[src/rtl/mux_sel_arbiter.sv]
// Round-robin 4-source arbiter driving the mux select; one-cycle Req-to-grant latency, grant held
// until Ack, request drop or MAX_HOLD timeout (0 = no timeout). Define MUX_SEL_ARB_LOCK_EN for Lock.
module mux_sel_arbiter #(
  parameter int unsigned MAX_HOLD = 16
) (
  input  logic       Clk,
  input  logic       Rst_n,
  input  logic [3:0] Req,
  input  logic       Ack,
`ifdef MUX_SEL_ARB_LOCK_EN
  input  logic       Lock,
`endif
  output logic [1:0] Sel,
  output logic [3:0] Grant,
  output logic       Valid,
  output logic       Timeout
);

  typedef enum logic {IDLE, GRANT} state_t;

  localparam logic [7:0] HOLD_LOAD = 8'(MAX_HOLD - 1);
  localparam bit         TO_EN     = (MAX_HOLD != 0);

  state_t     state_q, state_nxt;
  logic [1:0] sel_q, sel_nxt;
  logic [1:0] ptr_q, ptr_nxt;
  logic [7:0] cnt_q, cnt_nxt;
  logic [3:0] grant_q, grant_nxt;
  logic       valid_q, valid_nxt;
  logic       timeout_q, timeout_nxt;

  logic       lock;
  logic [3:0] cand;
  logic       win_vld;
  logic [1:0] win_idx;
  logic [1:0] idx;
  logic       req_held, drop, to_hit, end_grant;

`ifdef MUX_SEL_ARB_LOCK_EN
  assign lock = Lock;
`else
  assign lock = 1'b0;
`endif

  // The released source is masked for the handover decision only.
  always_comb begin
    cand    = (state_q == GRANT) ? (Req & ~(4'b0001 << sel_q)) : Req;
    win_vld = 1'b0;
    win_idx = ptr_q;
    idx     = ptr_q;
    // Walk from the farthest slot back so the nearest set bit after the pointer wins.
    for (int i = 4; i >= 1; i--) begin
      idx = ptr_q + 2'(i);
      if (cand[idx]) begin
        win_vld = 1'b1;
        win_idx = idx;
      end
    end
  end

  assign req_held  = Req[sel_q];
  assign drop      = !req_held && !lock;
  assign to_hit    = TO_EN && (cnt_q == 8'd0) && !lock;
  assign end_grant = Ack || drop || to_hit;

  always_comb begin
    state_nxt   = state_q;
    sel_nxt     = sel_q;
    ptr_nxt     = ptr_q;
    cnt_nxt     = cnt_q;
    grant_nxt   = grant_q;
    valid_nxt   = valid_q;
    timeout_nxt = 1'b0;
    case (state_q)
      IDLE: begin
        valid_nxt = 1'b0;
        grant_nxt = 4'b0000;
        if (win_vld) begin
          state_nxt = GRANT;
          sel_nxt   = win_idx;
          ptr_nxt   = win_idx;
          cnt_nxt   = HOLD_LOAD;
          valid_nxt = 1'b1;
          grant_nxt = 4'b0001 << win_idx;
        end
      end
      GRANT: begin
        if (end_grant) begin
          // Ack wins over a coincident timeout; a dropped request is a normal release.
          timeout_nxt = to_hit && !Ack && req_held;
          if (win_vld) begin
            sel_nxt   = win_idx;
            ptr_nxt   = win_idx;
            cnt_nxt   = HOLD_LOAD;
            valid_nxt = 1'b1;
            grant_nxt = 4'b0001 << win_idx;
          end else begin
            state_nxt = IDLE;
            cnt_nxt   = 8'd0;
            valid_nxt = 1'b0;
            grant_nxt = 4'b0000;
          end
        end else if (!lock && cnt_q != 8'd0) begin
          cnt_nxt = cnt_q - 8'd1;
        end
      end
      default: state_nxt = IDLE;
    endcase
  end

  always_ff @(posedge Clk or negedge Rst_n) begin
    if (!Rst_n) begin
      state_q   <= IDLE;
      sel_q     <= 2'b00;
      ptr_q     <= 2'd3;
      cnt_q     <= 8'd0;
      grant_q   <= 4'b0000;
      valid_q   <= 1'b0;
      timeout_q <= 1'b0;
    end else begin
      state_q   <= state_nxt;
      sel_q     <= sel_nxt;
      ptr_q     <= ptr_nxt;
      cnt_q     <= cnt_nxt;
      grant_q   <= grant_nxt;
      valid_q   <= valid_nxt;
      timeout_q <= timeout_nxt;
    end
  end

  assign Sel     = sel_q;
  assign Grant   = grant_q;
  assign Valid   = valid_q;
  assign Timeout = timeout_q;

endmodule

[config.mk]
export PLATFORM = sky130hd
export DESIGN_NAME = mux_sel_arbiter
export DESIGN_NICKNAME = d
export VERILOG_FILES = /design/src/rtl/mux_sel_arbiter.sv
export SDC_FILE = /design/constraint.sdc
export NUM_CORES = 1
export LEC_CHECK = 0
export CAP_MARGIN = 20
export CORE_MARGIN = 2
export CORE_UTILIZATION = 40
export DETAILED_ROUTE_END_ITERATION = 16
export PLACE_DENSITY = 0.57
export SLEW_MARGIN = 25
export SYNTH_ARGS = -nofsm -noshare
export SYNTH_HDL_FRONTEND = slang
export SYNTH_SLANG_ARGS = --single-unit
[constraint.sdc]
create_clock -name Clk -period 4.4 [get_ports Clk]
set_input_delay 0.44 -clock Clk [delete_from_list [all_inputs] [get_ports Clk]]
set_output_delay 0.44 -clock Clk [all_outputs]
set_load 0.005 [all_outputs]
# Word level (Yosys, flattened, before mapping)
# Index checks and enable logic that the tools add are counted.
# totals
regBits,19
latchBits,0
mem_bits_rw,0
mem_bits_ro,0
output_inout_bits,8
elab_cells,72
memories,0
# op_classes
addsub,4
multipliers,0
div,0
order_cmp,5
eq_ne,3
shifts,2
mux,39
bitwise_logic,3
reduce_logical,9
# ops
operator,count
2-to-1 mux 8 bit,3
2-to-1 mux 4 bit,4
case mux 8 bit (2 select lines),1
"< comparator 2 x 3 -> 1 bit, second input constant",5
2-to-1 mux 1 bit,14
2-to-1 mux 2 bit,7
binary-select mux 1 bit (select 2 bit),5
zero test 8 bit,1
case mux 2 bit (2 select lines),2
case mux 4 bit (2 select lines),1
nonzero test 8 bit,1
"<< shifter 1 x 2 -> 4 bit, first input constant",2
"subtractor 8 x 1 -> 8 bit, second input constant",1
"adder 2 bit, second input constant",2
bitwise AND 4 bit,1
NOT 4 bit,1
case mux 1 bit (2 select lines),2
"inequality test 3 x 1 -> 1 bit, second input constant",1
"adder 2 x 1 -> 2 bit, second input constant",1
logical AND 1 bit,2
zero test 1 bit,2
logical OR 1 bit,2
"inequality test 2 x 1 -> 1 bit, second input constant",1
"inequality test 2 bit, second input constant",1
2 further kinds,2

# Longest topological paths before layout
# depth
ltp_word,13
mapped_depth,7
mapped_depth_nobuf,6

# Worst setup path after synthesis
# No wires, ideal clock.
# synth_path
path_type,register to register
from,reg ptr_q[0]
to,reg grant_q[0] (netlist: Grant[0])
setup_ps,122
arrival_time_ps,1684
required_ps,4278
path_slack_ps,2594
stages_incl_launch_ff,7
n_path_buf,1
period_less_slack_ps,1806
cell_sequence,dfstp_2 buf_4 mux2_2 o21ai_2 a2bb2oi_1 o221a_4 a32o_1
# synth_between
elab_chain_cells,10
elab_cells_between_ends,22
# synth_rtl
item,line,rtl
start: declaration,26,"logic [1:0] ptr_q, ptr_nxt;"
start signal: assignment,123,ptr_q <= ptr_nxt;
adder 2 bit,53,idx = ptr_q + 2'(i);
binary-select mux 1 bit (select 2 bit),54,if (cand[idx]) begin
2-to-1 mux 1 bit (not written as such),54,
2-to-1 mux 2 bit (3 in a row),54,
<< shifter 1 x 2 -> 4 bit,"84, 96",
2-to-1 mux 4 bit (*),"78, 91",
2-to-1 mux 4 bit,88,if (end_grant) begin
case mux 4 bit (2 select lines) (*),74,case (state_q)
end signal: assignment,125,grant_q <= grant_nxt;
end: declaration,28,"logic [3:0] grant_q, grant_nxt;"
# Mark *: on every way between the ends. The rest lies on a longest branch, timed or not. The select of a mux whose other input is x is not followed.
# A chain may end at the register's enable or synchronous reset.

# Worst setup path in the final report
# layout_path
from,in Req[3]
to,reg cnt_q[3]
# layout_between
elab_chain_cells,11
elab_cells_between_ends,25
# layout_rtl
item,line,rtl
start: declaration,8,"input logic [3:0] Req,"
bitwise AND 4 bit,47,cand = (state_q == GRANT) ? (Req & ~(4'b0001 << sel_q)) : Req;
2-to-1 mux 4 bit,47,
binary-select mux 1 bit (select 2 bit),54,
2-to-1 mux 1 bit (not written as such),54,
2-to-1 mux 1 bit (4 in a row),54,
2-to-1 mux 4 bit,91,if (win_vld) begin
2-to-1 mux 8 bit,88,
case mux 8 bit (2 select lines),74,
end signal: assignment,124,cnt_q <= cnt_nxt;
end: declaration,27,"logic [7:0] cnt_q, cnt_nxt;"
# Several ways; a longest one is shown, not always the timed one. The select of a mux whose other input is x is not followed.

==> out/summary.txt <==
Status -> finished, final reports clean
Register bit total from synthesis -> 19
Synth Warn # -> 0
Seq pwr share -> 0.346
CTS sink cnt -> 19
Final clock skew -> 0.009480 ns
Die area -> 3514 µm²
Layout area overhead -> 13.20%
# DRC -> 0
CTS root buf -> clkbuf_4
First-pass GRT wire length -> 4.560 mm
Routed WL per cell -> 16.15 µm
Layout cells sized above 1 -> 0.1481
FF/Latch Area -> 478.0 µm²
Worst Tran Pin Value -> 0.8749 ns
Final nets -> 145
Crit end category -> flip-flop
Logic pwr share -> 0.558
Vias -> 1036
Final worst slack -> 2.064 ns
Total CTS buffers -> 3
Core ar. -> 2978 µm²
Hold/Removal Path Class -> reg -> reg
H-tree depth -> 1
Clk network pwr share -> 0.096
Minimum clock period -> 2.336 ns
Setup Buffers After CTS -> 0
Crit Path Max Fanout -> 11
Core Rows -> 20
TritonCTS clock tree -> yes
Final Power -> 0.0009518 W
EDFF count, synth -> 0
RD Place Congestion -> 0.8262
Hold slack -> 0.5011 ns
Clock-pin slew on the worst setup and hold paths -> 0.12 ns
Worst endpoint required time -> 4.59 ns
Later-pin clock latency in the skew report -> 0.30 ns
Syn Nets -> 132
Die height -> 59.28 µm
Top Ports -> 15
Final HPWL DP -> 1.951 mm
Unrepaired setup endpoints after global routing -> false
Place WS -> 1.772 ns
Gate Count Post-Synth -> 123
Avg Vias per Cell -> 6.167
Reg2Reg Setup Slack -> 2.12 ns
I/O Buffers -> 14
Iter 0 DRT Violations -> 29
P_leak -> 0.5542 nW
Pins Over Slew Limit -> 0
Worst EP arrival -> 2.53 ns
Initial Utilization -> 0.4105
Synthesized area -> 1222 µm²
Post-synthesis sequential area ratio -> 0.3910
Int Pwr -> 0.0005258 W
Initial antenna violation count -> 0
GRT Resource Usage Total -> 0.1722
Sw Ratio -> 0.4476
Maximum VDD drop -> 0.3610 mV
Hold-fix buffers at CTS -> 0
Distinct cells, synth -> 50
Final count of hold timing violations -> 0
Setup TNS -> 0 ns
Startpoint types -> input pin
P_sw -> 0.0004260 W
Power per cell area -> 687.8 nW/µm²
Congestion Overflow GR -> 0
Routed wire length -> 2.714 mm
Max clock buf depth -> 2
Finish-stage setup viols -> 0
Vias in the first global route -> 926
Die width -> 59.28 µm
Critical path class -> in -> reg
Syn_area_per_cell -> 9.938 µm²
DRT antenna net count -> 0
Area of the multi-input gates -> 681.9 µm²
F_max -> 428.1 MHz
Largest net degree at the start of global routing -> 20
FILL cells -> 274
Rel. slew slack -> 0.4149
First-pass DRT Iterations -> 4
Diodes inserted -> 0
Max-cap violations -> 0
Synth Flop Type -> dfrtp_1
PostCTS Resize Cnt -> 0
Async S/R FF share, synth -> 1.000
Period utilisation layout -> 0.5309
-- cells in the mapped netlist, drive strengths merged, types with 3 or more instances --
cell type / instances / area, µm²
dfrtp: 17 / 425.4
a21oi: 12 / 60.06
nand2: 12 / 52.55
buf: 6 / 47.54
nor2: 6 / 25.03
nand2b: 5 / 38.78
inv: 4 / 15.01
nand3: 4 / 20.02
o22ai: 4 / 25.02
o31ai: 4 / 40.03
a31oi: 3 / 18.77
a32o: 3 / 30.03
nor2b: 3 / 18.77
o21ai: 3 / 18.77
-- registers in the layout, indices dropped and copies added (netlist names) --
register  count
Grant         4
cnt_q         8
Valid         1
Sel           2
state_q       1
ptr_q         2
Timeout       1
-- power by group through the flow --
stage | registers, W | logic [W] | clock network (W)
2_1_floorplan | 0.000283 | 0.000456 | 0
3_3_place_gp | 0.000332 | 0.000530 | 0
3_5_place_dp | 0.000331 | 0.000529 | 0
4_1_cts | 0.000327 | 0.000533 | 0.0000934
5_1_grt | 0.000339 | 0.000588 | 0.000101
6_report | 0.000330 | 0.000531 | 0.0000910
-- kinds of logic after synthesis --
logic type               count (synthesis)  synth area share
AO/OA/AOI/OAI                           47            0.2927
AND/OR/NAND/NOR                         42            0.2037
flip-flops                              19            0.3910
buffers and inverters                   10           0.05117
multiplexers                             2           0.02763
adder cells (fa/ha/maj)                  2           0.02047
XOR/XNOR                                 1           0.01331
-- placed cells by master (no fill, tap or decap), drive strengths merged, types with 2 or more instances in the layout --
cell type      netlist  layout
a21oi               12      12
a31oi                3       3
a32o                 3       3
a41oi                2       2
and3                 2       2
clkbuf               0       3
clkdlybuf4s50        0      14
dfrtp               17      17
dfstp                2       2
ha                   2       2
inv                  4       4
nand2               12      12
nand2b               5       5
nand3                4       4
nand3b               2       2
nand4                2       2
nor2                 6       6
nor2b                3       3
nor3b                2       2
o211ai               2       2
o21a                 2       2
o21ai                3       3
o221ai               2       2
o22ai                4       4
o31ai                4       4
-- critical path, cell delays in order --
cell and delay [ns]:
clkdlybuf4s50_1 0.59, mux4_2 0.29, nand3b_2 0.10, nor2b_1 0.62, nor2_2 0.18, a221o_1 0.31
-- per-layer routing --
metal / vias to the layer above / track usage / share of wire
met3: 2 / 0.05240 / 0.052
li1: 499 / - / -
met2: 36 / 0.2653 / 0.47
met4: 0 / 0.03896 / 0.0037
met1: 499 / 0.2373 / 0.47
met5: - / 0 / 0
-- metrics by stage --
step	util	cells	instance area, µm²
2_1_floorplan	-	123	1222
3_3_place_gp	0.4555	164	1356
3_5_place_dp	0.4555	164	1356
4_1_cts	0.4647	168	1384
5_1_grt	0.4647	168	1384
6_report	0.4647	168	1384
-- worst paths after layout --
check / startpoint / endpoint / depth (start not counted)
setup reg to reg: Sel[0] / cnt_q[3] / 5
setup / recovery: Req[3] / cnt_q[3] / 6
hold / removal: Grant[3] / Grant[3] / 2
hold reg to reg: Grant[3] / Grant[3] / 2
max in group asynchronous: Rst_n / cnt_q[1] / 1
min in group asynchronous: Rst_n / Grant[2] / 1
-- final cells by class --
cell class                      instances  share of cell area
Multi-Input combinational cell         94              0.4928
Timing Repair Buffer                   14              0.1013
Clock buffer                            3             0.01627
Tap cell                               33             0.02984
Inverter                                4             0.01085
Sequential cell                        19              0.3454
Clock inverter                          1            0.003617
No activity file was read; power rests on OpenSTA's default activity.
